### src/rtl/sprite_scheduler_pkg.sv
// Shared types and constants for the sprite scheduler: FSM state encoding,
// the queued request record, and a small elaboration-time helper.
package sprite_scheduler_pkg;

    // Widest coordinate / sprite-id the request record can carry.
    localparam int CORDW_MAX   = 10;
    localparam int SPR_IDW_MAX = 4;

    typedef enum logic [2:0] {
        ST_IDLE    = 3'd0,
        ST_CLR     = 3'd1,
        ST_ARM     = 3'd2,
        ST_WAIT_HI = 3'd3,
        ST_WAIT_LO = 3'd4
    } sched_state_t;

    // One queued sprite: top-left position and ROM bank index.
    typedef struct packed {
        logic [CORDW_MAX-1:0]   x;
        logic [CORDW_MAX-1:0]   y;
        logic [SPR_IDW_MAX-1:0] id;
    } spr_req_t;

    localparam int REQ_W = $bits(spr_req_t);

    function automatic bit is_pow2(input int v);
        return (v > 0) && ((v & (v - 1)) == 0);
    endfunction

endpackage

### src/rtl/sprite_scheduler_if.sv
// Request, renderer and status signals of the sprite scheduler, bundled.
// master = the side that issues requests and hosts the renderer,
// slave  = the scheduler itself.
interface sprite_scheduler_if
    import sprite_scheduler_pkg::*;
#(
    parameter int CORDW   = CORDW_MAX,
    parameter int SPR_IDW = SPR_IDW_MAX
) ();

    logic               frame_start;
    logic               req_valid;
    logic               req_ready;
    logic [CORDW-1:0]   req_x;
    logic [CORDW-1:0]   req_y;
    logic [SPR_IDW-1:0] req_id;

    logic               spr_rst;
    logic               spr_enable;
    logic [CORDW-1:0]   spr_sx;
    logic [CORDW-1:0]   spr_sy;
    logic [SPR_IDW-1:0] spr_id;
    logic               spr_drawing;

    logic               busy;
    logic               frame_done;
    logic               err_overrun;
    logic               err_wdog;

    modport master (
        output frame_start, req_valid, req_x, req_y, req_id, spr_drawing,
        input  req_ready, spr_rst, spr_enable, spr_sx, spr_sy, spr_id,
        input  busy, frame_done, err_overrun, err_wdog
    );

    modport slave (
        input  frame_start, req_valid, req_x, req_y, req_id, spr_drawing,
        output req_ready, spr_rst, spr_enable, spr_sx, spr_sy, spr_id,
        output busy, frame_done, err_overrun, err_wdog
    );

endinterface

### src/rtl/sprite_req_fifo.sv
// Small synchronous FIFO for pending sprite requests. The head word is read
// asynchronously so the scheduler can pop and latch it in the same cycle;
// at these depths the storage maps to distributed RAM.
module sprite_req_fifo #(
    parameter int WIDTH = 8,
    parameter int DEPTH = 4
) (
    input  logic             clk,
    input  logic             rst,
    input  logic             push,
    input  logic [WIDTH-1:0] din,
    input  logic             pop,
    output logic [WIDTH-1:0] dout,
    output logic             full,
    output logic             empty
);

    localparam int AW = $clog2(DEPTH);
    localparam logic [AW:0] DEPTH_CNT = (AW + 1)'(DEPTH);

    logic [WIDTH-1:0] mem [DEPTH];
    logic [AW-1:0]    wr_ptr_reg;
    logic [AW-1:0]    rd_ptr_reg;
    logic [AW:0]      count_reg;
    logic             do_push;
    logic             do_pop;

    // A full FIFO never takes a word, even if a pop happens in the same cycle.
    assign do_push = push && !full;
    assign do_pop  = pop && !empty;
    assign full    = (count_reg == DEPTH_CNT);
    assign empty   = (count_reg == '0);
    assign dout    = mem[rd_ptr_reg];

    // Storage write; contents are don't-care until written, so no reset.
    always_ff @(posedge clk) begin
        if (do_push) begin
            mem[wr_ptr_reg] <= din;
        end
    end

    // Pointers wrap naturally because DEPTH is a power of two.
    always_ff @(posedge clk) begin
        if (rst) begin
            wr_ptr_reg <= '0;
            rd_ptr_reg <= '0;
            count_reg  <= '0;
        end else begin
            if (do_push) begin
                wr_ptr_reg <= wr_ptr_reg + 1'b1;
            end
            if (do_pop) begin
                rd_ptr_reg <= rd_ptr_reg + 1'b1;
            end
            count_reg <= count_reg + (AW + 1)'(do_push) - (AW + 1)'(do_pop);
        end
    end

endmodule

### src/rtl/sprite_scheduler.sv
// Sprite scheduler: queues sprite requests and, once a frame is opened,
// feeds them one at a time to an external renderer (reset pulse, enable,
// wait for the drawing flag to rise and fall), with a watchdog on the rise.
module sprite_scheduler
    import sprite_scheduler_pkg::*;
#(
    parameter int SPR_WIDTH  = 8,
    parameter int SPR_HEIGHT = 8,
    parameter int CORDW      = 10,
    parameter int SPR_IDW    = 4,
    parameter int QDEPTH     = 4,
    parameter int WDOG       = 4
) (
    input  logic               clk,
    input  logic               rst,
    sprite_scheduler_if.slave  bus
);

    // Parameter sanity checks at elaboration. SPR_WIDTH/SPR_HEIGHT describe
    // the renderer attached to the spr_* port and are only validated here.
    generate
        if (!is_pow2(QDEPTH) || (QDEPTH < 2)) begin : g_bad_qdepth
            $error("sprite_scheduler: QDEPTH must be a power of two >= 2");
        end
        if ((SPR_WIDTH < 1) || (SPR_HEIGHT < 1)) begin : g_bad_spr_size
            $error("sprite_scheduler: sprite dimensions must be positive");
        end
        if ((CORDW > CORDW_MAX) || (SPR_IDW > SPR_IDW_MAX)) begin : g_bad_width
            $error("sprite_scheduler: CORDW/SPR_IDW exceed request record width");
        end
        if (WDOG < 1) begin : g_bad_wdog
            $error("sprite_scheduler: WDOG must be at least 1");
        end
    endgenerate

    localparam int WDW = $clog2(WDOG + 1);
    localparam logic [WDW-1:0] WDOG_LAST = WDW'(WDOG - 1);

    sched_state_t       state_reg;
    sched_state_t       state_next;

    spr_req_t           req_word;
    spr_req_t           head_word;
    logic               fifo_full;
    logic               fifo_empty;
    logic               req_ready;
    logic               push;
    logic               pop;

    logic               frame_active_reg;
    logic               err_overrun_reg;
    logic               err_wdog_reg;
    logic [CORDW-1:0]   spr_sx_reg;
    logic [CORDW-1:0]   spr_sy_reg;
    logic [SPR_IDW-1:0] spr_id_reg;
    logic [WDW-1:0]     wdog_cnt_reg;

    logic               wdog_expired;
    logic               spr_rst_c;
    logic               spr_enable_c;
    logic               frame_done_c;
    logic               wdog_clr;
    logic               wdog_inc;
    logic               wdog_fire;

    // Request side: ready simply mirrors free space, and is held low in reset.
    assign req_ready = !rst && !fifo_full;
    assign push      = bus.req_valid && req_ready;
    assign req_word  = '{x:  CORDW_MAX'(bus.req_x),
                         y:  CORDW_MAX'(bus.req_y),
                         id: SPR_IDW_MAX'(bus.req_id)};

    sprite_req_fifo #(
        .WIDTH (REQ_W),
        .DEPTH (QDEPTH)
    ) u_fifo (
        .clk   (clk),
        .rst   (rst),
        .push  (push),
        .din   (req_word),
        .pop   (pop),
        .dout  (head_word),
        .full  (fifo_full),
        .empty (fifo_empty)
    );

    // The watchdog has reached its limit on the last allowed WAIT_HI cycle.
    assign wdog_expired = (wdog_cnt_reg == WDOG_LAST);

    // State register.
    always_ff @(posedge clk) begin
        if (rst) begin
            state_reg <= ST_IDLE;
        end else begin
            state_reg <= state_next;
        end
    end

    // Next-state logic: one sprite per pass through CLR/ARM/WAIT_HI/WAIT_LO.
    always_comb begin
        state_next = state_reg;
        case (state_reg)
            ST_IDLE: begin
                if (frame_active_reg && !fifo_empty) begin
                    state_next = ST_CLR;
                end
            end
            ST_CLR:  state_next = ST_ARM;
            ST_ARM:  state_next = ST_WAIT_HI;
            ST_WAIT_HI: begin
                if (bus.spr_drawing) begin
                    state_next = ST_WAIT_LO;
                end else if (wdog_expired) begin
                    state_next = ST_IDLE;
                end
            end
            ST_WAIT_LO: begin
                if (!bus.spr_drawing) begin
                    state_next = ST_IDLE;
                end
            end
            default: state_next = ST_IDLE;
        endcase
    end

    // FSM outputs; reset forces the renderer into reset and kills the enable.
    always_comb begin
        spr_rst_c    = rst;
        spr_enable_c = 1'b0;
        pop          = 1'b0;
        frame_done_c = 1'b0;
        wdog_clr     = 1'b0;
        wdog_inc     = 1'b0;
        wdog_fire    = 1'b0;
        if (!rst) begin
            case (state_reg)
                ST_IDLE: begin
                    if (frame_active_reg) begin
                        if (!fifo_empty) begin
                            pop = 1'b1;
                        end else begin
                            frame_done_c = 1'b1;
                        end
                    end
                end
                ST_CLR: spr_rst_c = 1'b1;
                ST_ARM: begin
                    spr_enable_c = 1'b1;
                    wdog_clr     = 1'b1;
                end
                ST_WAIT_HI: begin
                    spr_enable_c = 1'b1;
                    if (!bus.spr_drawing) begin
                        if (wdog_expired) begin
                            wdog_fire = 1'b1;
                        end else begin
                            wdog_inc = 1'b1;
                        end
                    end
                end
                ST_WAIT_LO: spr_enable_c = 1'b1;
                default: ;
            endcase
        end
    end

    // Frame bookkeeping and sticky error flags; a repeated frame_start is dropped.
    always_ff @(posedge clk) begin
        if (rst) begin
            frame_active_reg <= 1'b0;
            err_overrun_reg  <= 1'b0;
            err_wdog_reg     <= 1'b0;
        end else begin
            if (bus.frame_start && frame_active_reg) begin
                err_overrun_reg <= 1'b1;
            end
            if (frame_done_c) begin
                frame_active_reg <= 1'b0;
            end else if (bus.frame_start) begin
                frame_active_reg <= 1'b1;
            end
            if (wdog_fire) begin
                err_wdog_reg <= 1'b1;
            end
        end
    end

    // Latch the popped head; it stays put until the next pop.
    always_ff @(posedge clk) begin
        if (rst) begin
            spr_sx_reg <= '0;
            spr_sy_reg <= '0;
            spr_id_reg <= '0;
        end else if (pop) begin
            spr_sx_reg <= head_word.x[CORDW-1:0];
            spr_sy_reg <= head_word.y[CORDW-1:0];
            spr_id_reg <= head_word.id[SPR_IDW-1:0];
        end
    end

    // Watchdog: cleared in ARM, counts WAIT_HI cycles without drawing.
    always_ff @(posedge clk) begin
        if (rst || wdog_clr) begin
            wdog_cnt_reg <= '0;
        end else if (wdog_inc) begin
            wdog_cnt_reg <= wdog_cnt_reg + 1'b1;
        end
    end

    assign bus.req_ready   = req_ready;
    assign bus.spr_rst     = spr_rst_c;
    assign bus.spr_enable  = spr_enable_c;
    assign bus.spr_sx      = spr_sx_reg;
    assign bus.spr_sy      = spr_sy_reg;
    assign bus.spr_id      = spr_id_reg;
    assign bus.busy        = (state_reg != ST_IDLE) || frame_active_reg;
    assign bus.frame_done  = frame_done_c;
    assign bus.err_overrun = err_overrun_reg;
    assign bus.err_wdog    = err_wdog_reg;

endmodule

### src/flat_wrapper.sv
// flat-port wrapper written by rule: the top's interface ports become plain ports
module sprite_scheduler_flat import sprite_scheduler_pkg::*;
#(
    parameter int SPR_WIDTH  = 8,
    parameter int SPR_HEIGHT = 8,
    parameter int CORDW      = 10,
    parameter int SPR_IDW    = 4,
    parameter int QDEPTH     = 4,
    parameter int WDOG       = 4
)
  (clk, rst, bus_frame_start, bus_req_valid, bus_req_x, bus_req_y, bus_req_id, bus_spr_drawing, bus_req_ready, bus_spr_rst, bus_spr_enable, bus_spr_sx, bus_spr_sy, bus_spr_id, bus_busy, bus_frame_done, bus_err_overrun, bus_err_wdog);
  sprite_scheduler_if #(.CORDW(CORDW), .SPR_IDW(SPR_IDW)) bus_i ();
  input  logic clk;
  input  logic rst;
  input wire logic [$bits(bus_i.frame_start)-1:0] bus_frame_start;
  input wire logic [$bits(bus_i.req_valid)-1:0] bus_req_valid;
  input wire logic [$bits(bus_i.req_x)-1:0] bus_req_x;
  input wire logic [$bits(bus_i.req_y)-1:0] bus_req_y;
  input wire logic [$bits(bus_i.req_id)-1:0] bus_req_id;
  input wire logic [$bits(bus_i.spr_drawing)-1:0] bus_spr_drawing;
  output wire logic [$bits(bus_i.req_ready)-1:0] bus_req_ready;
  output wire logic [$bits(bus_i.spr_rst)-1:0] bus_spr_rst;
  output wire logic [$bits(bus_i.spr_enable)-1:0] bus_spr_enable;
  output wire logic [$bits(bus_i.spr_sx)-1:0] bus_spr_sx;
  output wire logic [$bits(bus_i.spr_sy)-1:0] bus_spr_sy;
  output wire logic [$bits(bus_i.spr_id)-1:0] bus_spr_id;
  output wire logic [$bits(bus_i.busy)-1:0] bus_busy;
  output wire logic [$bits(bus_i.frame_done)-1:0] bus_frame_done;
  output wire logic [$bits(bus_i.err_overrun)-1:0] bus_err_overrun;
  output wire logic [$bits(bus_i.err_wdog)-1:0] bus_err_wdog;
  assign bus_i.frame_start = bus_frame_start;
  assign bus_i.req_valid = bus_req_valid;
  assign bus_i.req_x = bus_req_x;
  assign bus_i.req_y = bus_req_y;
  assign bus_i.req_id = bus_req_id;
  assign bus_i.spr_drawing = bus_spr_drawing;
  assign bus_req_ready = bus_i.req_ready;
  assign bus_spr_rst = bus_i.spr_rst;
  assign bus_spr_enable = bus_i.spr_enable;
  assign bus_spr_sx = bus_i.spr_sx;
  assign bus_spr_sy = bus_i.spr_sy;
  assign bus_spr_id = bus_i.spr_id;
  assign bus_busy = bus_i.busy;
  assign bus_frame_done = bus_i.frame_done;
  assign bus_err_overrun = bus_i.err_overrun;
  assign bus_err_wdog = bus_i.err_wdog;
  sprite_scheduler #(.SPR_WIDTH(SPR_WIDTH), .SPR_HEIGHT(SPR_HEIGHT), .CORDW(CORDW), .SPR_IDW(SPR_IDW), .QDEPTH(QDEPTH), .WDOG(WDOG)) u_core (.clk(clk), .rst(rst), .bus(bus_i));
endmodule
### config.mk
export PLATFORM = sky130hd
export DESIGN_NAME = sprite_scheduler_flat
export DESIGN_NICKNAME = d
export VERILOG_FILES = /design/src/rtl/sprite_scheduler_pkg.sv /design/src/rtl/sprite_scheduler_if.sv /design/src/rtl/sprite_req_fifo.sv /design/src/rtl/sprite_scheduler.sv /design/src/flat_wrapper.sv
export SDC_FILE = /design/constraint.sdc
export NUM_CORES = 1
export LEC_CHECK = 0
export ABC_AREA = 1
export CAP_MARGIN = 10
export CORE_UTILIZATION = 35
export DETAILED_ROUTE_END_ITERATION = 10
export GPL_ROUTABILITY_DRIVEN = 0
export PLACE_DENSITY = 0.54
export SYNTH_ARGS = -nofsm -noshare
export SYNTH_HDL_FRONTEND = slang
export SYNTH_SLANG_ARGS = --single-unit
### constraint.sdc
create_clock -name clk -period 2.2 [get_ports clk]
set_input_delay 0.44 -clock clk [delete_from_list [all_inputs] [get_ports clk]]
set_output_delay 0.44 -clock clk [all_outputs]
set_load 0.02 [all_outputs]
=== Word-level counts from Yosys, hierarchy flattened ===
Memories as Yosys holds them, arrays and structs flattened. A register that Yosys moved wholly into a read port is not among the register bits.
Index checks and enable logic that the tools add are counted.

* Register bits after elaboration: 16
* Bits in latches: 0
* Memory bits (writable): 96
* Memory bits (read-only): 0
* Bits of input ports: 29
* Output and inout bits: 31
* Word-level logic and storage cells: 69
* Memories: 1

* Add/subtract/negate cells: 5
* $mul: 0
* Div/mod/pow operators: 0
* Order comparisons: 0
* Equality and inequality tests: 9
* Shift operators: 0
* Mux-type cells: 29
* Bitwise logic cells: 0
* Reductions and logical operators: 17

{| class="wikitable"
|+ Memory list
! memory !! words !! width !! rd ports !! clocked after memory_dff !! write ports !! line !! text
|-
| u_core.u_fifo.mem || 4 || 24 || 1 || 1 || 1 || sprite_req_fifo.sv:21 || <nowiki>logic [WIDTH-1:0] mem [DEPTH];</nowiki>
|}

{| class="wikitable"
|+ Operators by type and width
! operator !! count
|-
| 1-bit two-way mux || 24
|-
| 3-bit one-hot mux with 5 select lines || 1
|-
| 3-bit two-way mux || 4
|-
| 3-bit by 2-bit == test with 1-bit output (second input constant) || 3
|-
| 3-bit == test (second input constant) || 2
|-
| 1-bit logical AND || 6
|-
| 3-bit logical NOT || 2
|-
| 2-bit by 1-bit adder with 2-bit output (second input constant) || 2
|-
| 3-bit by 1-bit adder with 3-bit output || 1
|-
| 3-bit by 1-bit adder with 3-bit output (second input constant) || 1
|-
| 3-bit by 1-bit == test with 1-bit output (second input constant) || 1
|-
| 1-bit logical NOT || 3
|-
| 3-bit by 2-bit != test with 1-bit output (second input constant) || 1
|-
| 3-bit AND reduction || 1
|-
| 3-bit nonzero test || 1
|-
| 3-bit OR reduction || 1
|-
| 3-bit by 1-bit subtractor with 3-bit output || 1
|-
| 1-bit logical OR || 2
|-
| 2-bit by 1-bit != test with 1-bit output (second input constant) || 1
|-
| 2-bit != test (second input constant) || 1
|-
| 2-bit OR reduction || 1
|}

=== Longest topological paths before layout ===
* Depth in word-level cells: 7
* Depth in mapped cells: 11
* Mapped depth without buffers: 10

=== Cells and area by module ===
From an unflattened synthesis, not the netlist that was laid out.

* Cell total of the unflattened synthesis: 522
* Area, all modules: 5664.2 sq um

{| class="wikitable"
|+ By module, submodules not included
! module !! times used !! cells an instance !! area an instance (sq um) !! sequential area each (sq um)
|-
| sprite_req_fifo || 1 || 301 || 4211.5 || 3062.9
|-
| sprite_scheduler || 1 || 221 || 1452.6 || 660.6
|}

=== Least setup slack after synthesis ===
No wires, ideal clock.

* Path type: input port to flip-flop
* Start: input port rst
* End: memory u_core.u_fifo.mem[0][0] in the netlist's numbering (enable)
* Setup time: 0.405 ns
* Arrival: 1.843 ns
* Required time: 1.795 ns
* Setup slack: -0.048 ns
* Stages on the path: 3
* Buffers on the path: 0
* Cell sequence: inv_2 -> nand3_1 -> nor2_1

* Word-level cells in the longest chain between the ends: 6

{| class="wikitable"
|+ Ends and longest elaborated chain
! item !! line !! text
|-
| start, declared || flat_wrapper.sv:14 || <nowiki>input logic rst;</nowiki>
|-
| 1-bit logical NOT || -- ||
|-
| 1-bit logical AND || sprite_scheduler.sv:67 || <nowiki>assign req_ready = !rst && !fifo_full;</nowiki>
|-
| 1-bit logical AND || sprite_scheduler.sv:68 || <nowiki>assign push = bus.req_valid && req_ready;</nowiki>
|-
| 1-bit logical AND || sprite_req_fifo.sv:29 || <nowiki>assign do_push = push && !full;</nowiki>
|-
| 1-bit two-way mux || sprite_req_fifo.sv:37 || <nowiki>if (do_push) begin</nowiki>
|-
| 1-bit two-way mux (not written as such) || sprite_req_fifo.sv:38 || <nowiki>mem[wr_ptr_reg] <= din;</nowiki>
|-
| end, declared || sprite_req_fifo.sv:21 ||
|}

No other way between the ends.

=== Worst setup path after layout ===
* Start: input port rst
* End: register u_core.u_fifo.count_reg[2]

* Word-level cells in the longest chain between the ends: 6
* Elaborated cells between the ends (all ways): 8
* Classes of those cells: add/sub (2); mux (1); reduce/logical (5)

{| class="wikitable"
|+ Ends and longest elaborated chain
! item !! line !! text
|-
| 1-bit logical NOT || -- ||
|-
| 1-bit logical AND || sprite_scheduler.sv:67 ||
|-
| 1-bit logical AND || sprite_scheduler.sv:68 ||
|-
| 1-bit logical AND || sprite_req_fifo.sv:29 ||
|-
| 3-bit by 1-bit adder with 3-bit output || sprite_req_fifo.sv:55 || <nowiki>count_reg <= count_reg + (AW + 1)'(do_push) - (AW + 1)'(do_pop);</nowiki>
|-
| 3-bit by 1-bit subtractor with 3-bit output || sprite_req_fifo.sv:55 ||
|-
| end signal, assigned || sprite_req_fifo.sv:55 ||
|-
| end, declared || sprite_req_fifo.sv:24 || <nowiki>logic [AW:0] count_reg;</nowiki>
|}

Parallel ways exist; a longest one is shown, timed or not.
A chain may end at the register's enable or synchronous reset.

==> impl_results.md <==
* Run status: finished, violations left
* Failing checks: design-rule violations
* CP cell instances: clkdlybuf4s50_1 -> inv_2 -> nand3_1 -> ha_1 -> inv_1 -> ha_1 -> fa_1 -> or2_2 -> a21oi_1
* Layout cells sized above 1 at 0.122
* Diode count at 0
* Port bufs at 59
* Switching Power at 0.00191 W
* Yosys warning count at 0
* Critical path buffers and inverters at 3
* Hold Slack at 0.457 ns
* Total CTS buffers at 17
* Post-route antenna net violation count at 0
* Startpoint Class: input port
* Die area at 0.0158 mm²
* Die W at 126 µm
* Sequential element share of the synthesized area at 0.688
* Initial antenna violation count at 0
* Total core area at 0.0148 mm²
* First-pass GRT wire length at 17.9 mm
* # clock sinks at 136
* Final period utilization at 0.968
* Drt pass-1 iters at 7
* Largest net degree at the start of global routing at 33
* P&R area growth vs syn at 28.7%
* CTS root buf: clkbuf_16
* Critical Path AT at 2.46 ns
* Required time worst endpoint at 2.53 ns
* Max-Cap Viols at 0
* Power per cell area at 1090 mW/mm²
* Min-delay worst type: register to register
* Syn Std Cell Area at 0.00535 mm²
* Final Hold Viols at 0
* First-iteration detailed-routing DRC count at 179
* Number of fill cells in the layout at 1,377
* Post-CTS Setup Bufs at 0
* Clock group share of total power at 0.423
* Initial Utilization at 0.363
* Seq. cell area at 0.00368 mm²
* Final slew viol count at 0
* CTS tree: done
* Hold Buf Count CTS at 0
* Final cell count without fillers at 751
* Critical Path Fanout Max at 4
* Via count at 3,612
* GRT Overall Usage at 0.150
* Post-Syn Instances at 481
* Area occupied by multi-input gates at 0.00145 mm²
* RSZ-0062 raised after global routing: false
* Setup Skew at 0.00722 ns
* Final setup fails at 0
* Post-synthesis async set-or-reset flop share at 0
* H-tree depth at 4
* Library cells used by synthesis at 30
* Vias/cell at 4.81
* CTS Buffer Depth at 2
* Switching share of total power at 0.254
* Vias in the first global route at 3,479
* Critical Path End Type: register
* FP Rows at 44
* Critical path's top delay family: adder cells
* WL/cell at 14.8 µm
* Slew margin rel. at 0.698
* Routed Wire Length at 11.1 mm
* Period minus WS final at 2.13 ns
* CP dominant cell by count: ha_1
* Fmax at 0.470 GHz
* Slowest stage cell, crit path: clkdlybuf4s50_1
* Combinational Power Share at 0.168
* Register share of total power at 0.408
* Worst path max stage delay at 0.44 ns
* Number of synthesized flops with an enable pin at 96
* Syn Area/Cell at 11.1 µm²
* Drt drc at 4
* Placed cells at 719
* Die Span Y at 126 µm
* Grt ovf at 0
* Dominant synthesized flop cell: edfxtp_1
* Skew-Pair Late Insertion Delay at 0.41 ns
* Worst ir drop on vdd at 590 µV
* Io pins at 60
* Leakage at 2.53 nW
* Worst-path clk slew at 0.06 ns
* Slew @ Worst Pin at 0.453 ns
* Register bit total from synthesis at 136
* Internal at 0.00560 W
* Crit Path Class: input port to register
* Fin nets at 592
* Syn_nets at 519
* Max reg flops at 96
* DP HPWL at 6.60 mm
==> synth_stat cells (all sizes together), types with 3 or more instances <==
library cell  count  share of area
nor2            139           0.10
o21ai           101          0.094
edfxtp           96           0.54
dfxtp            40           0.15
inv              24          0.017
nand2            21          0.017
buf              17          0.022
a21oi            11          0.012
ha                8          0.019
nand3             8          0.011
clkbuf            7         0.0049
a31oi             3         0.0035
==> per-layer routing <==
| layer | up-vias | GRT usage | routed length (µm) |
|---|---|---|---|
| li1 | 1795 | - | - |
| met1 | 1734 | 0.189 | 5300 |
| met2 | 77 | 0.246 | 5330 |
| met3 | 6 | 0.0416 | 387 |
| met4 | 0 | 0.0581 | 78 |
| met5 | - | 0 | 0 |
==> cell families (layout without fill, tap and decap cells) <==
logic type,Yosys count,in the layout,share of synthesized area
adder cells (fa/ha/maj),9,9,0.0224
XOR/XNOR,1,1,0.00164
buffers and inverters,48,134,0.0435
AO/OA/AOI/OAI,115,115,0.110
AND/OR/NAND/NOR,172,172,0.135
flip-flops,136,136,0.688
==> power groups by stage <==
stage	Sequential [W]	Combinational, W	Clock [W]
floorplan	0.00318	0.000738	0
global placement	0.00311	0.00128	0
detailed placement	0.00312	0.00131	0
CTS	0.00307	0.00129	0.00323
global route	0.00309	0.00142	0.00334
finish	0.00307	0.00127	0.00318
==> cells in the final DEF (no fill, tap or decap), drive strengths merged, types with 2 or more instances in the layout <==
cell type,netlist,routed
bufinv,0,6
nand3,8,8
clkinvlp,0,2
clkbuf,7,20
a31oi,3,3
inv,24,25
edfxtp,96,96
dfxtp,40,40
ha,8,8
nand2,21,21
o21ai,101,101
buf,17,19
clkinv,0,4
nor2,139,139
dlygate4sd2,0,4
a21oi,11,11
clkdlybuf4s50,0,54
==> worst min-delay path, stage by stage (launching register included) <==
cell and delay [ns]:
dfxtp_1 0.30, inv_1 0.06, a21oi_1 0.06
==> path summary, 6_finish.rpt <==
kind	start	endpoint	slack, ns	depth (start not counted)
worst min register to register	u_core.wdog_cnt_reg[2]$_SDFFE_PP0P_	u_core.wdog_cnt_reg[2]$_SDFFE_PP0P_	0.46	2
worst max-delay path	rst	u_core.u_fifo.count_reg[2]$_SDFF_PP0_	0.07	9
worst min-delay path	u_core.wdog_cnt_reg[2]$_SDFFE_PP0P_	u_core.wdog_cnt_reg[2]$_SDFFE_PP0P_	0.46	2
worst max register to register	u_core.u_fifo.count_reg[2]$_SDFF_PP0_	u_core.u_fifo.count_reg[2]$_SDFF_PP0_	0.14	9
==> timing repair <==
action                                  in CTS  in global routing
resized for setup                            5                  3
pin swaps                                    0                  0
endpoints found under the setup margin       5                  1
==> metrics by stage <==
stage               utilization  TNS (ns)  setup WS, ns  area (µm²)  total power (W)
floorplan                     -     -4.64       -0.0483        5350          0.00392
global placement          0.423    -0.666        -0.250        6240          0.00439
detailed placement        0.423    -0.931        -0.344        6240          0.00442
CTS                       0.467         0        0.0383        6900          0.00759
global route              0.467         0       0.00882        6890          0.00785
finish                    0.467         0        0.0704        6890          0.00751
==> cell type report <==
class | count | area share
flip-flops and latches | 136 | 0.535
repair buffers | 78 | 0.112
well taps | 184 | 0.0334
multi-input cells | 297 | 0.210
clock inverters | 13 | 0.0325
clock buffers | 19 | 0.0643
inverters | 24 | 0.0131
Power figures use the tool's default switching activity.
